$ cat config.mk
export PLATFORM = sky130hd
export DESIGN_NAME = pipe_ctrl_flat
export DESIGN_NICKNAME = d
export VERILOG_FILES = /design/src/rtl/pipe_ctrl_pkg.sv /design/src/rtl/pipe_ctrl_if.sv /design/src/rtl/pipe_ctrl_mc_cnt.sv /design/src/rtl/pipe_ctrl.sv /design/src/flat_wrapper.sv
export SDC_FILE = /design/constraint.sdc
export NUM_CORES = 1
export LEC_CHECK = 0
export CORE_UTILIZATION = 44
export DETAILED_ROUTE_END_ITERATION = 8
export GPL_TIMING_DRIVEN = 0
export PLACE_DENSITY = 0.95
export SYNTH_ARGS = -nofsm -noshare
export SYNTH_HDL_FRONTEND = slang
export SYNTH_SLANG_ARGS = --single-unit
$ cat constraint.sdc
create_clock -name clk -period 3.3 [get_ports clk]
set_input_delay 0.66 -clock clk [delete_from_list [all_inputs] [get_ports clk]]
set_output_delay 0.66 -clock clk [all_outputs]
set_load 0.01 [all_outputs]
$ cat src/rtl/pipe_ctrl_pkg.sv
// Shared types and constants for the five-stage pipeline sequencer.
package pipe_ctrl_pkg;

  localparam int STALL_W  = 6;
  localparam int MC_CNT_W = 5;
  localparam int PC_W     = 32;

  // Per-stage hold vectors. Bit 0 is pc_reg, bit 4 is MEM/WB, and bit 5 (WB) is reserved.
  localparam logic [STALL_W-1:0] StallNone = 6'b000000;
  localparam logic [STALL_W-1:0] StallIF   = 6'b000011;
  localparam logic [STALL_W-1:0] StallID   = 6'b000111;
  localparam logic [STALL_W-1:0] StallEX   = 6'b001111;

  typedef enum logic [1:0] {
    CtrlIdle  = 2'd0,
    CtrlMc    = 2'd1,
    CtrlFlush = 2'd2
  } ctrl_state_e;

  // Operations of zero or one cycle complete in the start cycle and never stall.
  function automatic logic mc_is_long(input logic [MC_CNT_W-1:0] n);
    return (n >= 5'd2);
  endfunction

endpackage

$ cat src/rtl/pipe_ctrl_if.sv
// Request/response bundle between the pipeline stages and the sequencer.
interface pipe_ctrl_if;
  import pipe_ctrl_pkg::*;

  logic                stallreq_if_i;
  logic                stallreq_id_i;
  logic                mc_start_i;
  logic [MC_CNT_W-1:0] mc_cycles_i;
  logic                flush_req_i;
  logic [PC_W-1:0]     flush_pc_i;
  logic [STALL_W-1:0]  stall_o;
  logic                flush_o;
  logic [PC_W-1:0]     new_pc_o;
  logic                mc_busy_o;
  logic                mc_done_o;

  // Pipeline side: raises requests and consumes the control outputs.
  modport master (
    output stallreq_if_i, stallreq_id_i, mc_start_i, mc_cycles_i, flush_req_i, flush_pc_i,
    input  stall_o, flush_o, new_pc_o, mc_busy_o, mc_done_o
  );

  // Sequencer side.
  modport slave (
    input  stallreq_if_i, stallreq_id_i, mc_start_i, mc_cycles_i, flush_req_i, flush_pc_i,
    output stall_o, flush_o, new_pc_o, mc_busy_o, mc_done_o
  );

endinterface

$ cat src/rtl/pipe_ctrl_mc_cnt.sv
// Loadable down-counter that tracks the remaining EX occupancy of a multi-cycle op.
module pipe_ctrl_mc_cnt
  import pipe_ctrl_pkg::*;
(
  input  logic                clk,
  input  logic                rst,
  input  logic                load_i,
  input  logic [MC_CNT_W-1:0] load_val_i,
  input  logic                clear_i,
  output logic [MC_CNT_W-1:0] cnt_o,
  output logic                last_o
);

  logic [MC_CNT_W-1:0] cnt_d;
  logic [MC_CNT_W-1:0] cnt_q;

  // Next count: an abort clear beats a load, otherwise count down to zero and hold.
  always_comb begin
    cnt_d = cnt_q;
    if (clear_i) begin
      cnt_d = {MC_CNT_W{1'b0}};
    end else if (load_i) begin
      cnt_d = load_val_i;
    end else if (cnt_q != {MC_CNT_W{1'b0}}) begin
      cnt_d = cnt_q - 5'd1;
    end else begin
      cnt_d = cnt_q;
    end
  end

  // Count register with synchronous active-low reset.
  always_ff @(posedge clk) begin
    if (!rst) begin
      cnt_q <= {MC_CNT_W{1'b0}};
    end else begin
      cnt_q <= cnt_d;
    end
  end

  assign cnt_o  = cnt_q;
  assign last_o = (cnt_q == 5'd1);

endmodule

$ cat src/rtl/pipe_ctrl.sv
// Pipeline sequencer: merges stall requests, times multi-cycle EX ops, issues redirects.
module pipe_ctrl
  import pipe_ctrl_pkg::*;
(
  input  logic        clk,
  input  logic        rst,
  pipe_ctrl_if.slave  bus
);

  ctrl_state_e         state_d;
  ctrl_state_e         state_q;
  logic                flush_d;
  logic                flush_q;
  logic [PC_W-1:0]     new_pc_d;
  logic [PC_W-1:0]     new_pc_q;
  logic                cnt_load_s;
  logic [MC_CNT_W-1:0] cnt_s;
  logic                cnt_last_s;
  logic                mc_long_s;
  logic                mc_done_s;
  logic [STALL_W-1:0]  stall_s;

  assign mc_long_s = mc_is_long(bus.mc_cycles_i);

  pipe_ctrl_mc_cnt u_mc_cnt (
    .clk        (clk),
    .rst        (rst),
    .load_i     (cnt_load_s),
    .load_val_i (bus.mc_cycles_i - 5'd1),
    .clear_i    (bus.flush_req_i),
    .cnt_o      (cnt_s),
    .last_o     (cnt_last_s)
  );

  // Next-state logic. A redirect always wins: it aborts a running op and ignores a start.
  always_comb begin
    state_d    = state_q;
    cnt_load_s = 1'b0;
    mc_done_s  = 1'b0;
    flush_d    = bus.flush_req_i;
    if (bus.flush_req_i) begin
      new_pc_d = bus.flush_pc_i;
    end else begin
      new_pc_d = new_pc_q;
    end
    case (state_q)
      CtrlIdle: begin
        if (bus.flush_req_i) begin
          state_d = CtrlFlush;
        end else if (bus.mc_start_i && mc_long_s) begin
          cnt_load_s = 1'b1;
          state_d    = CtrlMc;
        end else if (bus.mc_start_i) begin
          mc_done_s = 1'b1;
          state_d   = CtrlIdle;
        end else begin
          state_d = CtrlIdle;
        end
      end
      CtrlMc: begin
        if (bus.flush_req_i) begin
          state_d = CtrlFlush;
        end else if (cnt_last_s) begin
          mc_done_s = 1'b1;
          state_d   = CtrlIdle;
        end else begin
          state_d = CtrlMc;
        end
      end
      CtrlFlush: begin
        if (bus.flush_req_i) begin
          state_d = CtrlFlush;
        end else begin
          state_d = CtrlIdle;
        end
      end
      default: begin
        state_d = CtrlIdle;
      end
    endcase
  end

  // Stall priority: redirect cycle, then EX occupancy, then load-use, then fetch.
  always_comb begin
    stall_s = StallNone;
    if (state_q == CtrlFlush) begin
      stall_s = StallNone;
    end else if (((state_q == CtrlMc) && (cnt_s > 5'd1)) ||
                 ((state_q == CtrlIdle) && bus.mc_start_i && mc_long_s)) begin
      stall_s = StallEX;
    end else if (bus.stallreq_id_i) begin
      stall_s = StallID;
    end else if (bus.stallreq_if_i) begin
      stall_s = StallIF;
    end else begin
      stall_s = StallNone;
    end
  end

  // State and redirect registers with synchronous active-low reset.
  always_ff @(posedge clk) begin
    if (!rst) begin
      state_q  <= CtrlIdle;
      flush_q  <= 1'b0;
      new_pc_q <= {PC_W{1'b0}};
    end else begin
      state_q  <= state_d;
      flush_q  <= flush_d;
      new_pc_q <= new_pc_d;
    end
  end

  // Combinational outputs are forced quiet while reset is held.
  assign bus.stall_o   = rst ? stall_s : StallNone;
  assign bus.mc_busy_o = rst & (state_q == CtrlMc);
  assign bus.mc_done_o = rst & mc_done_s;
  assign bus.flush_o   = flush_q;
  assign bus.new_pc_o  = new_pc_q;

endmodule

$ cat src/flat_wrapper.sv
// flat-port wrapper written by rule: the top's interface ports become plain ports
module pipe_ctrl_flat import pipe_ctrl_pkg::*;
  (clk, rst, bus_stallreq_if_i, bus_stallreq_id_i, bus_mc_start_i, bus_mc_cycles_i, bus_flush_req_i, bus_flush_pc_i, bus_stall_o, bus_flush_o, bus_new_pc_o, bus_mc_busy_o, bus_mc_done_o);
  pipe_ctrl_if bus_i ();
  input  logic clk;
  input  logic rst;
  input wire logic [$bits(bus_i.stallreq_if_i)-1:0] bus_stallreq_if_i;
  input wire logic [$bits(bus_i.stallreq_id_i)-1:0] bus_stallreq_id_i;
  input wire logic [$bits(bus_i.mc_start_i)-1:0] bus_mc_start_i;
  input wire logic [$bits(bus_i.mc_cycles_i)-1:0] bus_mc_cycles_i;
  input wire logic [$bits(bus_i.flush_req_i)-1:0] bus_flush_req_i;
  input wire logic [$bits(bus_i.flush_pc_i)-1:0] bus_flush_pc_i;
  output wire logic [$bits(bus_i.stall_o)-1:0] bus_stall_o;
  output wire logic [$bits(bus_i.flush_o)-1:0] bus_flush_o;
  output wire logic [$bits(bus_i.new_pc_o)-1:0] bus_new_pc_o;
  output wire logic [$bits(bus_i.mc_busy_o)-1:0] bus_mc_busy_o;
  output wire logic [$bits(bus_i.mc_done_o)-1:0] bus_mc_done_o;
  assign bus_i.stallreq_if_i = bus_stallreq_if_i;
  assign bus_i.stallreq_id_i = bus_stallreq_id_i;
  assign bus_i.mc_start_i = bus_mc_start_i;
  assign bus_i.mc_cycles_i = bus_mc_cycles_i;
  assign bus_i.flush_req_i = bus_flush_req_i;
  assign bus_i.flush_pc_i = bus_flush_pc_i;
  assign bus_stall_o = bus_i.stall_o;
  assign bus_flush_o = bus_i.flush_o;
  assign bus_new_pc_o = bus_i.new_pc_o;
  assign bus_mc_busy_o = bus_i.mc_busy_o;
  assign bus_mc_done_o = bus_i.mc_done_o;
  pipe_ctrl u_core (.clk(clk), .rst(rst), .bus(bus_i));
endmodule
Word-level counts from Yosys, hierarchy flattened

Index checks and enable logic that the tools add are counted.

Register bits: 40
Output and inout port bits: 41
Logic and storage cells: 45

$add $sub $neg: 2
Magnitude comparators: 2
Equality and inequality tests: 3
Multiplexer cells: 22
Bitwise operators: 3
Reductions and logical operators: 9

Operators by type and width:

| operator            | number |
|---|---|
| $mux 6              | 4 |
| $mux 1              | 10 |
| $mux 5              | 2 |
| $sub 5x1->5 const B | 2 |
| $mux 2              | 4 |
| $pmux 2 s3          | 1 |
| $eq 5x1->1 const B  | 1 |
| $ge 5x2->1 const B  | 1 |
| $gt 5x1->1 const B  | 1 |
| $reduce_bool 5->1   | 1 |
| $logic_and 1x1->1   | 4 |
| $and 1x1->1         | 2 |
| $eq 2x1->1 const B  | 1 |
| $eq 2x2->1 const B  | 1 |
| $logic_not 2->1     | 1 |
| $pmux 1 s2          | 1 |
| $reduce_bool 2->1   | 1 |
| $reduce_or 2->1     | 1 |
| $logic_or 1x1->1    | 1 |
| $not 1->1           | 1 |

Logic depth before layout (Yosys ltp)

Word-level depth: 7
Gate-level depth with buffers: 7

By module

A second synthesis with hierarchy kept.

Cells, all modules: 177
Area total of the unflattened synthesis: 1,841.8 µm²

Modules (own cells, without submodules):

| module           | times used | cells an instance | area each (µm²) |
|---|---|---|---|
| pipe_ctrl        | 1          | 143               | 1,527.7 |
| pipe_ctrl_mc_cnt | 1          | 34                | 314.1 |

Worst setup path before layout

No wires, ideal clock.

Kind: input port to output port
Start point: input port bus_mc_cycles_i[2]
End point: output port bus_stall_o[1]
Arrival: 1.860 ns
Setup slack: 0.780 ns
Stages: 5
Buffers on the path: 1
Cells stage by stage: or4_4 o21ai_1 a21oi_1 nand2b_1 buf_4

Longest elaborated chain between the ends: 6

Ends and longest elaborated chain:

| what              | RTL line            | text |
|---|---|---|
| from (decl)       | flat_wrapper.sv:10  | `input wire logic [$bits(bus_i.mc_cycles_i)-1:0] bus_mc_cycles_i;` |
| $ge 5x2->1        | pipe_ctrl_pkg.sv:22 | `return (n >= 5'd2);` |
| $logic_and 1x1->1 | pipe_ctrl.sv:89     | `((state_q == CtrlIdle) && bus.mc_start_i && mc_long_s)) begin` |
| $logic_or 1x1->1  | pipe_ctrl.sv:88     | `end else if (((state_q == CtrlMc) && (cnt_s > 5'd1)) \|\|` |
| $mux 6            | pipe_ctrl.sv:88     |  |
| $mux 6            | pipe_ctrl.sv:86     | `if (state_q == CtrlFlush) begin` |
| $mux 6            | pipe_ctrl.sv:114    | `assign bus.stall_o = rst ? stall_s : StallNone;` |
| to (decl)         | flat_wrapper.sv:13  | `output wire logic [$bits(bus_i.stall_o)-1:0] bus_stall_o;` |

No other way between the ends.

Final worst setup path

Start point: input port bus_mc_cycles_i[4]
End point: output port bus_stall_o[1]

The elaborated chain is that of the path after synthesis.

==> results.txt <==
- Status: complete, no violations
* DIE AREA: 4440 um^2
- Critical-path maximum fanout: 4
* Final Hold Fails: 0
- The number of antenna violations at the first check in global routing was 0.
* Diode count: 0
- Detailed placement ended at an HPWL of 3146 um.
- Comb pwr share: 25.1%
- Residual DRC: 0
- Clock-pin slew was measured on the worst setup and hold paths at 0.08 ns.
- Data arrives at the worst endpoint at 2.53 ns.
- In this run the worst setup path begins at bus_mc_cycles_i[4].
- Signed area change from the synthesized netlist to the final layout: 52.76%
- Worst-case clock skew: 0.008862 ns
* Layout Nets: 315
- Number of H-tree levels: 2
- Maximum number of pins on one net before global-route repair: 13
* Share of the synthesized area in compound gates (AO/OA/AOI/OAI): 7.216%
- Leaving out fill and tap cells, the most frequent cells in the layout are 76 x clkdlybuf4s50_1, 40 x dfxtp_1, 34 x mux2i_1, 33 x nor2b_1.
- Reg-to-reg critical path startpoint: u_core.u_mc_cnt.cnt_o[0]
* Worst hold-check path type: flip-flop to flip-flop
- In this run the cell area measured after placement is 2705 um^2.
* Sequential fraction of design power: 47.3%
* Clock net sink count: 40
* Leading cell type in the layout, fill and taps excluded: clkdlybuf4s50_1
- Clk buf depth: 2
- Sw Ratio: 26.62%
* Core box area: 4000 um^2
- Fraction of power consumed by the clock network: 27.6%
- From bottom edge to top edge, the die measures 66.63 um.
- In the final timing run, aggregate negative setup slack is 0 ns.
- TritonCTS Buffers: 5
- Remaining antenna violation count after routing: 0
- Vias per Instance: 4.792
* Vias in the first global route: 1,486
* Maximum frequency from static timing analysis: 0.3139 GHz
- Netlist area before placement: 1838 um^2
* Internal power summed over all cells: 838.7 uW
- Yosys warning count: 0
* Switching power of the nets: 304.2 uW
- Sequential area share after synthesis: 43.57%
- Total Routing Usage GR: 19.29%
- Final clock period utilization by the worst path: 96.53%
- Setup repair after global routing left no endpoint under its margin.
- Kind of critical path: input pin to primary output
- Initial core utilization: 45.95%
* Mux cell area share after synthesis: 18.52%
- Initial drt markers: 79
- Port buffering added 80 buffers.
- Kind of capture point of the worst setup path: primary output
- The clock period could shrink to 3.186 ns.
* Library cells used by synthesis: 35
- Summing the areas of all fa, ha and maj instances in the mapped netlist gives 3.404% of the synthesized area.
- Main combinational cell family by area after synthesis: simple AND/OR/NAND/NOR gates
* Startpoint type of the worst setup path: input pin
- A synthesized cell averages 10.38 um^2.
* Clock root buffer: clkbuf_8
- The floorplan has 23 rows.
* Number of ports placed on the die boundary: 84
- In the final routed layout, each cell accounts on average for 12.95 um.
* Maximum capacitance violations: 0
* Register bit count reported by yosys: 40
* Power per unit of standard cell area: 407.1 nW/um^2
* Clock tree from TritonCTS: built
* Worst ir drop on vdd: 0.2720 mV
- Final setup violation count: 0
- The analysis attributes to cell leakage a power of 0.001190 uW.
- Final core area utilization: 70.19%
- The first detailed-routing pass ran for 4 iterations.
- The synthesized netlist devotes 19.26% of its cell area to simple gates.
- From left edge to right edge, the die measures 66.63 um.
- For this block, the routed nets add up to 4117 um of wire.
* Pins over their slew limit: 0
* Origin of the worst min-delay path: u_core.bus.new_pc_o[26]
- At the worst endpoint, the required time is 2.64 ns.
* Fraction of layout cells with a size suffix above 1: 8.209%
* Via count of the routed design: 1,524
- Global-route wire length before repair: 6444 um
* GRT Residual Overflow: 0
* Insertion delay to the later sink of the worst-skew pair: 0.29 ns
- The congestion estimate from routability-driven global placement came to 0.7769.
* Fraction of synthesized cell area in xor and xnor cells: 3.336%
- Final Cell Area: 2808 um^2
* Overall power after layout: 1143 uW
- Post-synthesis instance total: 177
==> timing repair <==
action | 4_1_cts | 5_1_grt
hold buffers | 0 | 0
setup buffers | 2 | 0
pin swaps | 1 | 0
resized for setup | 2 | 2
endpoints found under the setup margin | 4 | 2
==> cell usage after synthesis <==
cell       n  area share (%)
and2_1     1            0.34
o211ai_1   1            0.41
o21ai_4    1            0.89
a21o_1     1            0.41
buf_4      3             1.2
o21bai_1   1            0.41
a21bo_2    1            0.54
nor2_1     6             1.2
nor2b_1   33              11
or2_2      1            0.34
nor4b_2    2             1.6
nor3b_1    1            0.41
nand2b_1   3             1.0
buf_6      1            0.61
or4_4      1            0.61
inv_1      5             1.0
a32oi_1    1            0.48
and3_1     1            0.34
a21oi_1    2            0.54
xnor2_1    3             1.4
nor3_1     4             1.1
conb_1     1            0.20
buf_2      3            0.82
o21ai_1    1            0.27
dfxtp_1   40              44
a21boi_0   1            0.41
mux2i_1   34              19
a221oi_1   1            0.48
a211oi_1   3             1.2
ha_1       5             3.4
xor2_1     4             1.9
o211ai_2   1            0.68
a31o_1     1            0.48
nand2_1    5             1.0
clkbuf_1   4            0.82
==> final cells by class <==
type                            instances  area, um^2
Timing Repair Buffer                   82       818.3
Sequential cell                        40       800.8
Inverter                                5       18.77
Tap cell                               50       62.56
Fill cell                             316        1192
Multi-Input combinational cell        122       958.4
Clock buffer                            7       76.32
Clock inverter                          1       8.758
Buffer                                 11       63.81
==> per-stage QoR <==
step / setup WS (ns) / cells / hold slack (ns)
after detailed placement: -0.1174 / 308 / 0.5077
final: 0.1144 / 318 / 0.5216
after global routing: 0.08048 / 318 / 0.5429
after CTS: 0.02353 / 318 / 0.5287
after global placement: -0.09933 / 308 / 0.4946
after floorplan: 0.7795 / 178 / 0.5052
==> final timing paths <==
| path | end | slack, ns | depth (start not counted) |
|---|---|---|---|
| max | bus_stall_o[1] | 0.11 | 7 |
| min | u_core.bus.new_pc_o[26] | 0.52 | 2 |
| max reg2reg | u_core.u_mc_cnt.cnt_o[1] | 1.85 | 6 |
| min reg2reg | u_core.bus.new_pc_o[26] | 0.52 | 2 |
==> cell families (layout without fill, tap and decap cells) <==
family          after synthesis  count (layout)
xor+xnor                      7               7
buf+inv                      16             106
fa+ha+maj                     5               5
mux                          34              34
other cells                   1               2
compound gates               16              16
flops                        40              40
simple gates                 58              58
==> flip-flops by register name (all words and copies together) (netlist names) <==
register	count
u_core.bus.flush_o	1
u_core.u_mc_cnt.cnt_o	5
u_core.bus.new_pc_o	32
u_core.state_q	2
==> critical path, stage by stage <==
cell,delay [ns]
clkdlybuf4s50_1,0.45
or4_4,0.59
o21ai_1,0.15
a21oi_1,0.11
nand2b_1,0.16
buf_4,0.13
dlygate4sd2_1,0.27
==> per-layer routing <==
layer	wire [um]	global-route usage [%]	vias up
li1	-	-	772
met1	1644	20.02	698
met2	2169	35.98	47
met5	0	0	-
met3	253	5.651	7
met4	49	7.181	0
==> power by group through the flow <==
stage / Clock, uW / Combinational (uW) / Sequential (uW)
3_5_place_dp: 0 / 289 / 552
3_3_place_gp: 0 / 283 / 550
2_1_floorplan: 0 / 146 / 560
5_1_grt: 340 / 316 / 545
6_report: 316 / 287 / 541
4_1_cts: 322 / 290 / 541
Note: power is estimated with default switching activity, not from simulation.
